===== src/rtl/timer_apb_seq.sv =====
// -----------------------------------------------------------------------------
// timer_apb_seq
//
// APB master that programs and services an 8-bit timer (TDR/TCR/TSR) without
// CPU involvement.
//
// Sequence: load TDR, pulse the TCR load bit, start the count, then poll TSR
// every POLL_GAP cycles. Each detected overflow/underflow flag is cleared
// with a TSR write and reported as a one-cycle tick.
//
// Ports:
//   pclk, presetn        clock, asynchronous active-low reset
//   start, stop          control pulses (start only honoured in IDLE)
//   one_shot, cfg_*      run configuration, captured when start is accepted
//   psel..pwdata         APB master request outputs (registered)
//   prdata, pready,
//   pslverr              APB slave response inputs
//   busy                 FSM is not in IDLE
//   tick                 one-cycle pulse per serviced timer event
//   evt_cnt              serviced events since the last accepted start
//   err                  sticky error (slave error or pready timeout)
//   dbg_state            current FSM state encoding, for observation only
//
// APB handshake: a transfer is one SETUP cycle (psel=1, penable=0) followed
// by ACCESS cycles (psel=1, penable=1) until pready=1 is sampled on a rising
// edge; that edge completes the transfer. paddr/pwdata/pwrite are loaded at
// SETUP and held until completion. psel is low for at least one cycle
// between transfers, so there are never back-to-back transfers.
// -----------------------------------------------------------------------------
module timer_apb_seq #(
  parameter logic [7:0]  ADDR_TDR   = 8'h00,
  parameter logic [7:0]  ADDR_TCR   = 8'h01,
  parameter logic [7:0]  ADDR_TSR   = 8'h02,
  parameter int unsigned POLL_GAP   = 16,
  parameter int unsigned PREADY_TMO = 64
) (
  input  logic       pclk,
  input  logic       presetn,
  input  logic       start,
  input  logic       stop,
  input  logic       one_shot,
  input  logic [7:0] cfg_tdr,
  input  logic       cfg_dw,
  input  logic [1:0] cfg_clk_sel,
  output logic       psel,
  output logic       penable,
  output logic       pwrite,
  output logic [7:0] paddr,
  output logic [7:0] pwdata,
  input  logic [7:0] prdata,
  input  logic       pready,
  input  logic       pslverr,
  output logic       busy,
  output logic       tick,
  output logic [7:0] evt_cnt,
  output logic       err,
  output logic [2:0] dbg_state
);

  typedef enum logic [2:0] {
    S_IDLE   = 3'd0,
    S_W_TDR  = 3'd1,
    S_W_LOAD = 3'd2,
    S_W_RUN  = 3'd3,
    S_GAP    = 3'd4,
    S_R_TSR  = 3'd5,
    S_W_CLR  = 3'd6,
    S_W_STOP = 3'd7
  } state_t;

  // Bus phase inside a transfer state. PH_IDLE is the mandatory psel=0
  // cycle before SETUP.
  typedef enum logic [1:0] {
    PH_IDLE   = 2'd0,
    PH_SETUP  = 2'd1,
    PH_ACCESS = 2'd2
  } phase_t;

  localparam logic [15:0] GAP_LAST = 16'(POLL_GAP - 1);
  localparam logic [15:0] TMO_LAST = 16'(PREADY_TMO - 1);

  state_t      state;
  phase_t      phase;
  logic [7:0]  tdr_q;
  logic        dw_q;
  logic [1:0]  clk_sel_q;
  logic        one_shot_q;
  logic        stop_pend;
  logic [15:0] gap_cnt;
  logic [15:0] tmo_cnt;

  logic [7:0]  op_addr;
  logic [7:0]  op_data;
  logic        op_write;
  logic        flag;
  logic        stop_now;
  logic        unused_prdata;

  assign busy      = (state != S_IDLE);
  assign dbg_state = state;
  assign flag      = dw_q ? prdata[1] : prdata[0];
  assign stop_now  = stop | stop_pend;
  // Only the two flag bits of TSR are of interest.
  assign unused_prdata = ^prdata[7:2];

  // Request issued by each transfer state.
  always_comb begin
    op_addr  = ADDR_TDR;
    op_data  = 8'h00;
    op_write = 1'b1;
    unique case (state)
      S_W_TDR:  begin op_addr = ADDR_TDR; op_data = tdr_q; end
      S_W_LOAD: begin op_addr = ADDR_TCR; op_data = 8'h80; end
      S_W_RUN:  begin
        op_addr = ADDR_TCR;
        op_data = {2'b00, dw_q, 1'b1, 2'b00, clk_sel_q};
      end
      S_R_TSR:  begin op_addr = ADDR_TSR; op_write = 1'b0; end
      S_W_CLR:  op_addr = ADDR_TSR;
      S_W_STOP: op_addr = ADDR_TCR;
      default:  op_addr = ADDR_TDR;
    endcase
  end

  always_ff @(posedge pclk or negedge presetn) begin
    if (!presetn) begin
      state      <= S_IDLE;
      phase      <= PH_IDLE;
      psel       <= 1'b0;
      penable    <= 1'b0;
      pwrite     <= 1'b0;
      paddr      <= 8'h00;
      pwdata     <= 8'h00;
      tick       <= 1'b0;
      err        <= 1'b0;
      evt_cnt    <= 8'h00;
      tdr_q      <= 8'h00;
      dw_q       <= 1'b0;
      clk_sel_q  <= 2'b00;
      one_shot_q <= 1'b0;
      stop_pend  <= 1'b0;
      gap_cnt    <= 16'h0;
      tmo_cnt    <= 16'h0;
    end else begin
      tick <= 1'b0;
      unique case (state)
        S_IDLE: begin
          stop_pend <= 1'b0;
          if (start) begin
            tdr_q      <= cfg_tdr;
            dw_q       <= cfg_dw;
            clk_sel_q  <= cfg_clk_sel;
            one_shot_q <= one_shot;
            err        <= 1'b0;
            evt_cnt    <= 8'h00;
            state      <= S_W_TDR;
            phase      <= PH_IDLE;
          end
        end

        S_GAP: begin
          if (stop) begin
            state     <= S_W_STOP;
            phase     <= PH_IDLE;
            stop_pend <= 1'b0;
          end else if (gap_cnt == GAP_LAST) begin
            // The gap itself is the bus-idle time, so the read launches
            // straight into SETUP.
            state   <= S_R_TSR;
            phase   <= PH_SETUP;
            psel    <= 1'b1;
            penable <= 1'b0;
            pwrite  <= 1'b0;
            paddr   <= ADDR_TSR;
            pwdata  <= 8'h00;
          end else begin
            gap_cnt <= gap_cnt + 16'd1;
          end
        end

        default: begin
          // A stop during a transfer is held until that transfer completes.
          if (stop && state != S_W_STOP) stop_pend <= 1'b1;
          unique case (phase)
            PH_IDLE: begin
              psel    <= 1'b1;
              penable <= 1'b0;
              paddr   <= op_addr;
              pwdata  <= op_data;
              pwrite  <= op_write;
              phase   <= PH_SETUP;
            end
            PH_SETUP: begin
              penable <= 1'b1;
              tmo_cnt <= 16'h0;
              phase   <= PH_ACCESS;
            end
            default: begin
              if (pready) begin
                psel      <= 1'b0;
                penable   <= 1'b0;
                phase     <= PH_IDLE;
                gap_cnt   <= 16'h0;
                stop_pend <= 1'b0;
                if (pslverr) begin
                  err   <= 1'b1;
                  state <= S_IDLE;
                end else begin
                  unique case (state)
                    S_W_TDR:  state <= stop_now ? S_W_STOP : S_W_LOAD;
                    S_W_LOAD: state <= stop_now ? S_W_STOP : S_W_RUN;
                    S_W_RUN:  state <= stop_now ? S_W_STOP : S_GAP;
                    S_R_TSR: begin
                      if (flag) begin
                        // A pending stop survives so the flag is still cleared.
                        state     <= S_W_CLR;
                        stop_pend <= stop_now;
                      end else begin
                        state <= stop_now ? S_W_STOP : S_GAP;
                      end
                    end
                    S_W_CLR: begin
                      tick    <= 1'b1;
                      evt_cnt <= evt_cnt + 8'd1;
                      state   <= (one_shot_q || stop_now) ? S_W_STOP : S_GAP;
                    end
                    default:  state <= S_IDLE;
                  endcase
                end
              end else if (tmo_cnt == TMO_LAST) begin
                psel      <= 1'b0;
                penable   <= 1'b0;
                phase     <= PH_IDLE;
                stop_pend <= 1'b0;
                err       <= 1'b1;
                state     <= S_IDLE;
              end else begin
                tmo_cnt <= tmo_cnt + 16'd1;
              end
            end
          endcase
        end
      endcase
    end
  end

endmodule


===== config.mk =====
export PLATFORM = sky130hd
export DESIGN_NAME = timer_apb_seq
export DESIGN_NICKNAME = d
export VERILOG_FILES = /design/src/rtl/timer_apb_seq.sv
export SDC_FILE = /design/constraint.sdc
export NUM_CORES = 1
export LEC_CHECK = 0
export ABC_AREA = 1
export BUFFER_PORTS_ARGS = -buffer_cell sky130_fd_sc_hd__buf_2
export CAP_MARGIN = 0
export CORE_ASPECT_RATIO = 1.4
export CORE_MARGIN = 3
export CORE_UTILIZATION = 60
export DETAILED_ROUTE_END_ITERATION = 8
export PLACE_DENSITY_LB_ADDON = 0.3
export SYNTH_ARGS = -nofsm -noshare
export SYNTH_HDL_FRONTEND = slang
export SYNTH_SLANG_ARGS = --single-unit

===== constraint.sdc =====
create_clock -name pclk -period 3.9 [get_ports pclk]
set_clock_uncertainty 0.15 [all_clocks]
set_input_delay 0.195 -clock pclk [delete_from_list [all_inputs] [get_ports pclk]]
set_output_delay 0.195 -clock pclk [all_outputs]
set_load 0.03 [all_outputs]

---- After elaboration in Yosys (flattened, before gate mapping) ----
Cells that the tools add are included.
word-level totals
  word-level logic and storage cells ...... 157
  input bits .............................. 26
  output and inout bits ................... 33
  bits in registers ....................... 79
operators by class
  $add $sub $neg .......................... 3
  multiplexer cells ....................... 79
  bitwise gates (word level) .............. 5
  reduce and logical (&&, ||, !) cells .... 28
  eq/ne operators ......................... 25
operators with widths
  operator                                               count
  2-to-1 mux 16 bit                                      6
  2-to-1 mux 8 bit                                       11
  one-hot mux 16 bit (2 select lines)                    2
  one-hot mux 8 bit (2 select lines)                     3
  adder 16 x 1 -> 16 bit (second input constant)         2
  2-to-1 mux 1 bit                                       27
  2-to-1 mux 3 bit                                       9
  one-hot mux 8 bit (3 select lines)                     1
  equality test 16 x 4 -> 1 bit (second input constant)  1
  equality test 16 x 6 -> 1 bit (second input constant)  1
  2-to-1 mux 2 bit                                       8
  AND reduction 4 bit                                    4
  one-hot mux 3 bit (5 select lines)                     1
  AND reduction 5 bit                                    3
  one-hot mux 1 bit (2 select lines)                     7
  equality test 3 bit (second input constant)            4
  != test 2 x 1 -> 1 bit (second input constant)         6
  one-hot mux 2 bit (2 select lines)                     3
  != test 2 bit (second input constant)                  5
  adder 8 x 1 -> 8 bit (second input constant)           1
  nonzero test 2 bit                                     4
  nonzero test 4 bit                                     2
  equality test 3 x 2 -> 1 bit (second input constant)   2
  != test 3 x 1 -> 1 bit (second input constant)         2
  18 further kinds                                       25

---- Logic depth before layout (Yosys ltp) ----
Gate-level depths: netlist of the first run.
  depth after elaboration ................. 8
  gate-level depth with buffers ........... 11
  depth with buffers taken out ............ 11

---- Least setup slack after synthesis of the first run ----
OpenSTA, ideal clock, no wires.
  path kind ............................... register to register
  from .................................... register state[2] (netlist: dbg_state[2])
  to ...................................... register gap_cnt[10]
  cell stages (with the launch flop) ...... 10
  path buffers ............................ 2
  setup slack ............................. 2.032 ns
  data arrival time ....................... 1.597 ns
  setup time .............................. 0.121 ns
  clock period less this slack ............ 1.868 ns
  path through ............................ dfrtp_1 -> buf_4 -> inv_1 -> o21ai_1 -> nand4_2 -> nand2_4 -> inv_2 -> buf_4 -> nand2_1 -> o21ai_1
on the way
  cells in the longest elaborated chain, start to end .. 3
  elaborated cells on any way between the ends .. 9
  classes of those cells .................. 4 x eq/ne; 1 x mux; 1 x bitwise; 3 x reduce/logical
ends and longest elaborated chain
  element                                                        line  RTL
  from (decl)                                                    82    state_t state;
  from (signal assigned)                                         210   S_W_TDR: state <= stop_now ? S_W_STOP : S_W_LOAD;
  from (signal assigned)                                         211   S_W_LOAD: state <= stop_now ? S_W_STOP : S_W_RUN;
  from (signal assigned)                                         212   S_W_RUN: state <= stop_now ? S_W_STOP : S_GAP;
  equality test 3 bit / zero test 3 bit (equally long branches)  146   unique case (state)
  != test 2 bit (no line), or another cell as far along          -
  AND reduction 5 bit (no line)                                  -
  to (signal assigned)                                           177   gap_cnt <= gap_cnt + 16'd1;
  to (decl)                                                      89    logic [15:0] gap_cnt;
Several ways; a longest one is shown, not always the timed one.
A chain may end at the register's enable or synchronous reset.

---- Worst setup path in the final report of the first run ----
  from .................................... register state[2] (netlist: dbg_state[2])
  to ...................................... register pwdata[2]
on the way
  cells in the longest elaborated chain, start to end .. 4
  elaborated cells on any way between the ends .. 13
  classes of those cells .................. 6 x eq/ne; 3 x mux; 1 x bitwise; 3 x reduce/logical
ends and longest elaborated chain
  element                                                                              line  RTL
  equality test 3 x 2 -> 1 bit / equality test 3 x 1 -> 1 bit (equally long branches)  111   unique case (state)
  one-hot mux 8 bit (3 select lines)                                                   111
  2-to-1 mux 8 bit                                                                     184   unique case (phase)
  one-hot mux 8 bit (2 select lines)                                                   146
  to (signal assigned)                                                                 189   pwdata <= op_data;
  to (decl)                                                                            49    output logic [7:0] pwdata,
Several ways; a longest one is shown, not always the timed one. The select of a mux whose other input is x is not followed.

==> results of run 1 <==
## cell usage in the layout (no fill, tap or decap), types with 2 or more instances in the layout
| cell | count |
|---|---|
| conb_1 | 6 |
| o21ai_1 | 8 |
| bufinv_16 | 2 |
| o22ai_1 | 2 |
| buf_4 | 2 |
| dlygate4sd3_1 | 13 |
| o21bai_1 | 3 |
| a21oi_1 | 2 |
| inv_4 | 2 |
| clkbuf_8 | 12 |
| dfrtp_1 | 73 |
| nand2_4 | 4 |
| nand4_1 | 10 |
| buf_2 | 46 |
| nand2_1 | 215 |
| nor2_1 | 74 |
| nor3_1 | 8 |
| inv_2 | 4 |
| xor2_1 | 14 |
| o21ai_2 | 3 |
| nand3_1 | 46 |
| inv_1 | 57 |
| or2_2 | 2 |
| nand2_2 | 4 |
| ha_1 | 3 |
| o21ai_0 | 39 |
| nor2_2 | 2 |
## worst max-delay path by stage
stage	to	slack [ps]
floorplan	gap_cnt[10]	2030
global placement	paddr[1]	1690
detailed placement	tdr_q[7]	1620
CTS	tmo_cnt[3]	1630
global route	tmo_cnt[3]	1360
finish	pwdata[2]	1620
## stage by stage
step                       util  cells  cell area [sq um]
after floorplan               -    607               4320
after detailed placement  0.671    731               4550
after global routing      0.725    760               4920
after global placement    0.671    731               4550
final                     0.725    760               4920
after CTS                 0.725    760               4920
## flip-flops by register name (all words and copies together), names as in the netlist
register    flops
clk_sel_q       2
evt_cnt         8
tick            1
pwdata          8
paddr           2
tdr_q           8
err             1
gap_cnt        16
stop_pend       1
psel            1
phase           2
dw_q            1
one_shot_q      1
penable         1
pwrite          1
tmo_cnt        16
dbg_state       3
## repair_timing
action,in CTS,in global routing
hold endpoints to repair,85,0
hold buffers,13,0
setup endpoints to repair,0,0
## area by class of cell
type,count,area share
tap,92,0.0234
multi-input combinational,454,0.431
inverter,64,0.0498
clock buffer,12,0.0336
sequential,73,0.371
clock inverter,4,0.0150
timing repair buffer,61,0.0763
## cell families (layout without fill, tap and decap cells)
logic type,Yosys count,count (layout),share of synthesized area
XOR/XNOR,14,14,0.0285
AO/OA/AOI/OAI,59,59,0.0768
flip-flops,73,73,0.425
other,1,6,0.000872
buffers and inverters,80,141,0.0864
AND/OR/NAND/NOR,372,372,0.374
adder cells (fa/ha/maj),3,3,0.00873
## power by group through the flow
stage / registers (mW) / logic [mW] / clock network [mW]
3_5_place_dp: 1.12 / 1.51 / 0
6_report: 1.11 / 1.52 / 0.696
5_1_grt: 1.14 / 1.70 / 0.751
3_3_place_gp: 1.11 / 1.46 / 0
4_1_cts: 1.11 / 1.53 / 0.714
2_1_floorplan: 1.26 / 1.08 / 0
## critical path: stages, from the launching register on
cell and delay (ps):
dfrtp_1 660, inv_1 170, o21ai_1 290, nand2_1 130
nor2_2 400, inv_2 210, nand2_1 110, nand2_1 50
## routing by layer
metal | global-route usage | vias to the layer above | wire length (um)
li1 | - | 2006 | -
met5 | 0 | - | 0
met4 | 0.0712 | 0 | 103
met1 | 0.308 | 1804 | 4150
met2 | 0.428 | 95 | 4690
met3 | 0.0466 | 11 | 399
==> flow_summary.yaml, run 1 <==
run_status:
  status: "finished, final reports clean"
placement:
  gp_congestion: 0.898
  portBuffers: 46
  hpwl_um: 6690
  place_ws_ps: 1620
sta:
  tightest_slew_ps: 844
  fin_ws_ps: 1620
  tns_ps: 0
  slew_headroom: 0.436
  fmax_mhz: 438
  slew_violations: 0
  min_period_ps: 2280
  whs_ps: 58.7
  hold_viol: 0
  final-setup-viol-count: 0
  period_share: 0.585
  rsz0062_at_grt: "false"
synth:
  netlist_area_sq_um: 4300
  seq_area_frac_synth: 0.425
  ys_ff_latch: 73
  yosys.area.top_type_share: 0.425
  synthCells: 602
  yosys-top-cells-area: "dfrtp_1 (42%), nand2_1 (19%), nor2_1 (6.5%)"
  synth_edf_count: 0
  synthTopCellsByCount: "nand2_1 (215), nor2_1 (74), dfrtp_1 (73), inv_1 (57), nand3_1 (46)"
  synth_cell_types: 35
  syn_avg_cell_area_sq_um: 7.14
  post-synth-top-count-cell: "nand2_1"
  synth_top_area_cell: "dfrtp_1"
  ys.flop_type: "dfrtp_1"
  ys_warn_count: 0
  async_flop_share: 1.00
clock_network:
  cts_tree: "built"
  insertion_delay_ps: 340
  htreeDepth: 3
  cts_root_buf: "clkbuf_8"
  cts_sinks: 73
  cts_resized: 0
  cts_buffer_depth: 2
  cts-buffers-inserted: 9
  cts_setup_buffers: 0
  path_clk_slew_ps: 80
layout:
  drive_gt1_frac: 0.136
  syn2layout_area_growth_pct: 14.5
  fillers: 554
  n_antenna_cell: 0
  multiInputGateArea_sq_um: 2120
  final-seq-area_sq_um: 1830
  fin_nets: 692
routing:
  drc: 0
  avgRoutedWirePerCell_um: 12.3
  route.antenna.remaining_nets: 0
  num_vias: 3916
  vias_per_cell: 5.15
  dr.first_iter.drc_count: 243
  drtPass1Iterations: 5
  drt_wl_total_um: 9350
min_path:
  min_path_type: "input pin to register"
  hold_depth: 4
  holdCritStartpoint: "stop"
  worst_hold_path.endpoint: "stop_pend"
flow_run:
  maxCapViolCount: 0
pwr:
  clkPwrFrac: 0.209
  peakVddDrop_v: 0.000489
  seqPwrFrac: 0.333
  finalPower_mw: 3.33
  p_comb_frac: 0.458
  switching_power_mw: 1.55
  internal_power_mw: 1.77
  switching_share: 0.466
  power-per-cell-area_nw_per_um2: 676
  p_leak_nw: 2.52
die:
  std_cell_rows: 35
  initial_core_util: 0.634
  io_pins: 59
  die_w_um: 77.6
  die-height_um: 106
  dieArea_sq_um: 8230
  core-area_sq_um: 6790
critical_path:
  reg2reg_slack_ps: 1620
  path_class: "register to register"
  r2r_end: "pwdata[2]"
  cp-end-kind: "register"
  critical_path.startpoint: "dbg_state[2]"
  cp.arrival_ps: 2370
  startpoint_type: "register"
  required_ps: 3990
  worstReg2RegStart: "dbg_state[2]"
  r2r_cells: 7
  critPathMaxFanout: 13
grt:
  antenna_found_initial: 0
  grt_pass1_vias: 3791
  grt_pass1_wl_um: 16600
  grt_overflow_total: 0
  track_usage: 0.245
  grt_start_max_net_pins: 38
(Power assumes the default switching activity.)
==> inputs of run 2 (changes only) <==
--- a/config.mk
+++ b/config.mk
@@ -5,12 +5,12 @@
 export SDC_FILE = /design/constraint.sdc
 export NUM_CORES = 1
 export LEC_CHECK = 0
-export ABC_AREA = 1
+export ABC_AREA = 0
 export BUFFER_PORTS_ARGS = -buffer_cell sky130_fd_sc_hd__buf_2
 export CAP_MARGIN = 0
 export CORE_ASPECT_RATIO = 1.4
 export CORE_MARGIN = 3
-export CORE_UTILIZATION = 60
+export CORE_UTILIZATION = 51
 export DETAILED_ROUTE_END_ITERATION = 8
 export PLACE_DENSITY_LB_ADDON = 0.3
 export SYNTH_ARGS = -nofsm -noshare
==> constraint.sdc (replaced) <==
create_clock -name pclk -period 1.95 [get_ports pclk]
set_clock_uncertainty 0.15 [all_clocks]
set_input_delay 0.0975 -clock pclk [delete_from_list [all_inputs] [get_ports pclk]]
set_output_delay 0.0975 -clock pclk [all_outputs]
set_load 0.03 [all_outputs]
==> run 2 against run 1 <==
Largest power group unchanged. Synthesized area is 11% lower. Worst setup slack worse by 1800 ps. The run now ends with negative setup slack left. Clock power is 150% higher. Critical path type unchanged. Flip-flop and latch count stayed put. Cell count is 20% lower. Die area is 4.6% higher.
==> flow_summary.yaml, run 2 <==
run_status:
  status: "complete, but fails checks"
  violations: "negative setup slack"
routing:
  num_vias: 3533
  drc: 0
  drt_wl_total_um: 10800
  dr.first_iter.drc_count: 238
  vias_per_cell: 5.79
  avgRoutedWirePerCell_um: 17.7
  drtPass1Iterations: 4
  route.antenna.remaining_nets: 0
synth:
  ys.flop_type: "dfrtp_1"
  synthCells: 391
  synth_edf_count: 0
  yosys.area.top_type_share: 0.476
  seq_area_frac_synth: 0.476
  netlist_area_sq_um: 3830
  post-synth-top-count-cell: "dfrtp_1"
  yosys-top-cells-area: "dfrtp_1 (48%), nor2_1 (4.3%), mux2_2 (4.1%)"
  async_flop_share: 1.00
  ys_warn_count: 0
  synth_top_area_cell: "dfrtp_1"
  synthTopCellsByCount: "dfrtp_1 (73), nor2_1 (44), nand2_1 (29), o21ai_0 (28), nand3_1 (16)"
  syn_avg_cell_area_sq_um: 9.81
  synth_cell_types: 62
  ys_ff_latch: 73
sta:
  fin_ws_ps: -154
  period_share: 1.08
  final-setup-viol-count: 16
  hold_viol: 0
  min_period_ps: 2100
  rsz0062_at_grt: "true"
  tns_ps: -1050
  slew_violations: 0
  fmax_mhz: 475
critical_path:
  cp-end-kind: "register"
  cp.depth: 5
  path_cells: "nor4_4, nand4_4, o31a_1, nand2b_4, o41ai_2"
  startpoint_type: "register"
  critPathTopFamily: "simple AND/OR/NAND/NOR gates"
  critical_path.startpoint: "gap_cnt[7]"
  critPathMaxFanout: 10
  cp.arrival_ps: 2200
  r2r_cells: 5
  required_ps: 2050
  cpMaxStageDelayCell: "dfrtp_1"
  worstReg2RegStart: "gap_cnt[7]"
  path_class: "register to register"
  timing.critical_path.buf_inv: 0
  slowest_delay_ps: 410
  reg2reg_slack_ps: -150
pwr:
  power-per-cell-area_nw_per_um2: 1360
  peakVddDrop_v: 0.00108
  p_leak_nw: 2.48
min_path:
  holdCritStartpoint: "pslverr"
  hold_depth: 4
  min_path_type: "input pin to register"
clock_network:
  path_clk_slew_ps: 90
  cts_sinks: 73
  cts_root_buf: "clkbuf_8"
  cts_buffer_depth: 2
  cts-buffers-inserted: 9
  insertion_delay_ps: 360
  cts_tree: "built"
  htreeDepth: 3
layout:
  layout_commonest_cell: "dfrtp_1"
  final_cells: 610
  layout_common_cells: "dfrtp_1 (70), buf_4 (62), buf_2 (46)"
  n_antenna_cell: 0
  fillers: 498
  syn2layout_area_growth_pct: 38.6
  fin_nets: 539
  drive_gt1_frac: 0.388
  reg.largest.list: "gap_cnt (16), tmo_cnt (16)"
die:
  initial_core_util: 0.539
  die-height_um: 109
  core-area_sq_um: 7120
  dieArea_sq_um: 8610
  die_w_um: 79.3
  std_cell_rows: 36
  io_pins: 59
placement:
  portBuffers: 46
  placedCellCount: 569
  gp_congestion: 0.851
  hpwl_um: 7020
grt:
  grt_pass1_wl_um: 17400
  grt_overflow_total: 0
  antenna_found_initial: 0
  track_usage: 0.263
  grt_start_max_net_pins: 42
  grt_pass1_vias: 3623
flow_run:
  maxCapViolCount: 0
## run 2: cell types whose count changed after synthesis, moves of 9 or more
cell and delta:
nand2_1 -186, clkbuf_1 +10, a21oi_1 +9, o21ai_0 -11, inv_1 -49, and3_1 +13
nor2_1 -30, mux2_2 +14, xnor2_1 +10, nand3_1 -30
## run 2: path summary, 6_finish.rpt
check | endpoint
min in group asynchronous | tmo_cnt[1]
hold / removal | tick
max in group asynchronous | tmo_cnt[8]
setup reg to reg | pwdata[6]
setup / recovery | pwdata[6]
hold reg to reg | paddr[0]
## run 2: final cells by class
cell class,instances,area [sq um],share of cell area
Timing Repair Buffer,130,943,0.178
Tap cell,95,119,0.0224
Inverter,8,33.8,0.00636
Clock inverter,7,166,0.0313
Multi-Input combinational cell,288,2100,0.395
Clock buffer,9,124,0.0233
Sequential cell,73,1830,0.344
## run 2: logic make-up (layout without fill, tap and decap cells)
kind of cell,Yosys count,in the layout,share of synthesized area
muxes,19,19,0.0542
other,1,6,0.000978
xor gates and xnor gates,24,24,0.0548
buffers and inverters,35,154,0.0444
AOI/OAI and AO/OA,79,79,0.139
DFF,73,73,0.476
and+or+nand+nor,157,157,0.221
adders and majority gates,3,3,0.00979
## run 2: repair_timing
item	in CTS	in global routing
buffers inserted	4	7
gates cloned	0	0
pin swaps	14	12
gates resized for setup	24	33
hold buffers	14	0
setup endpoints to repair	22	34
endpoints found under the hold margin	85	0
## run 2: metrics by stage
stage | utilization | setup slack (ps) | instance area, sq um | hold WS, ps | total power, mW
6_report | 0.747 | -154 | 5310 | 17.1 | 7.22
5_1_grt | 0.747 | -242 | 5310 | 59.7 | 7.60
4_1_cts | 0.722 | -138 | 5140 | 9.98 | 6.91
3_5_place_dp | 0.646 | -124 | 4590 | -181 | 5.03
3_3_place_gp | 0.646 | -62.2 | 4590 | -181 | 4.95
2_1_floorplan | - | -25.2 | 3940 | -348 | 4.09
## run 2: metal layers
layer  track usage  share of wire
met1         0.300           0.38
met2         0.460           0.55
met3        0.0517          0.042
met4         0.140          0.033
met5             0              0
## run 2: power breakdown
part           total, mW  internal (mW)  switching [mW]
sequential          2.26           1.91           0.350
combinational       3.24           1.30            1.94
clock               1.72           1.11           0.610
total               7.22           4.32            2.90
## run 2: worst register-to-register path: stages, from the launching register on
cell and delay [ps]:
dfrtp_1 410, nor4_4 350, nand4_4 150, o31a_1 340, nand2b_4 250, o41ai_2 360
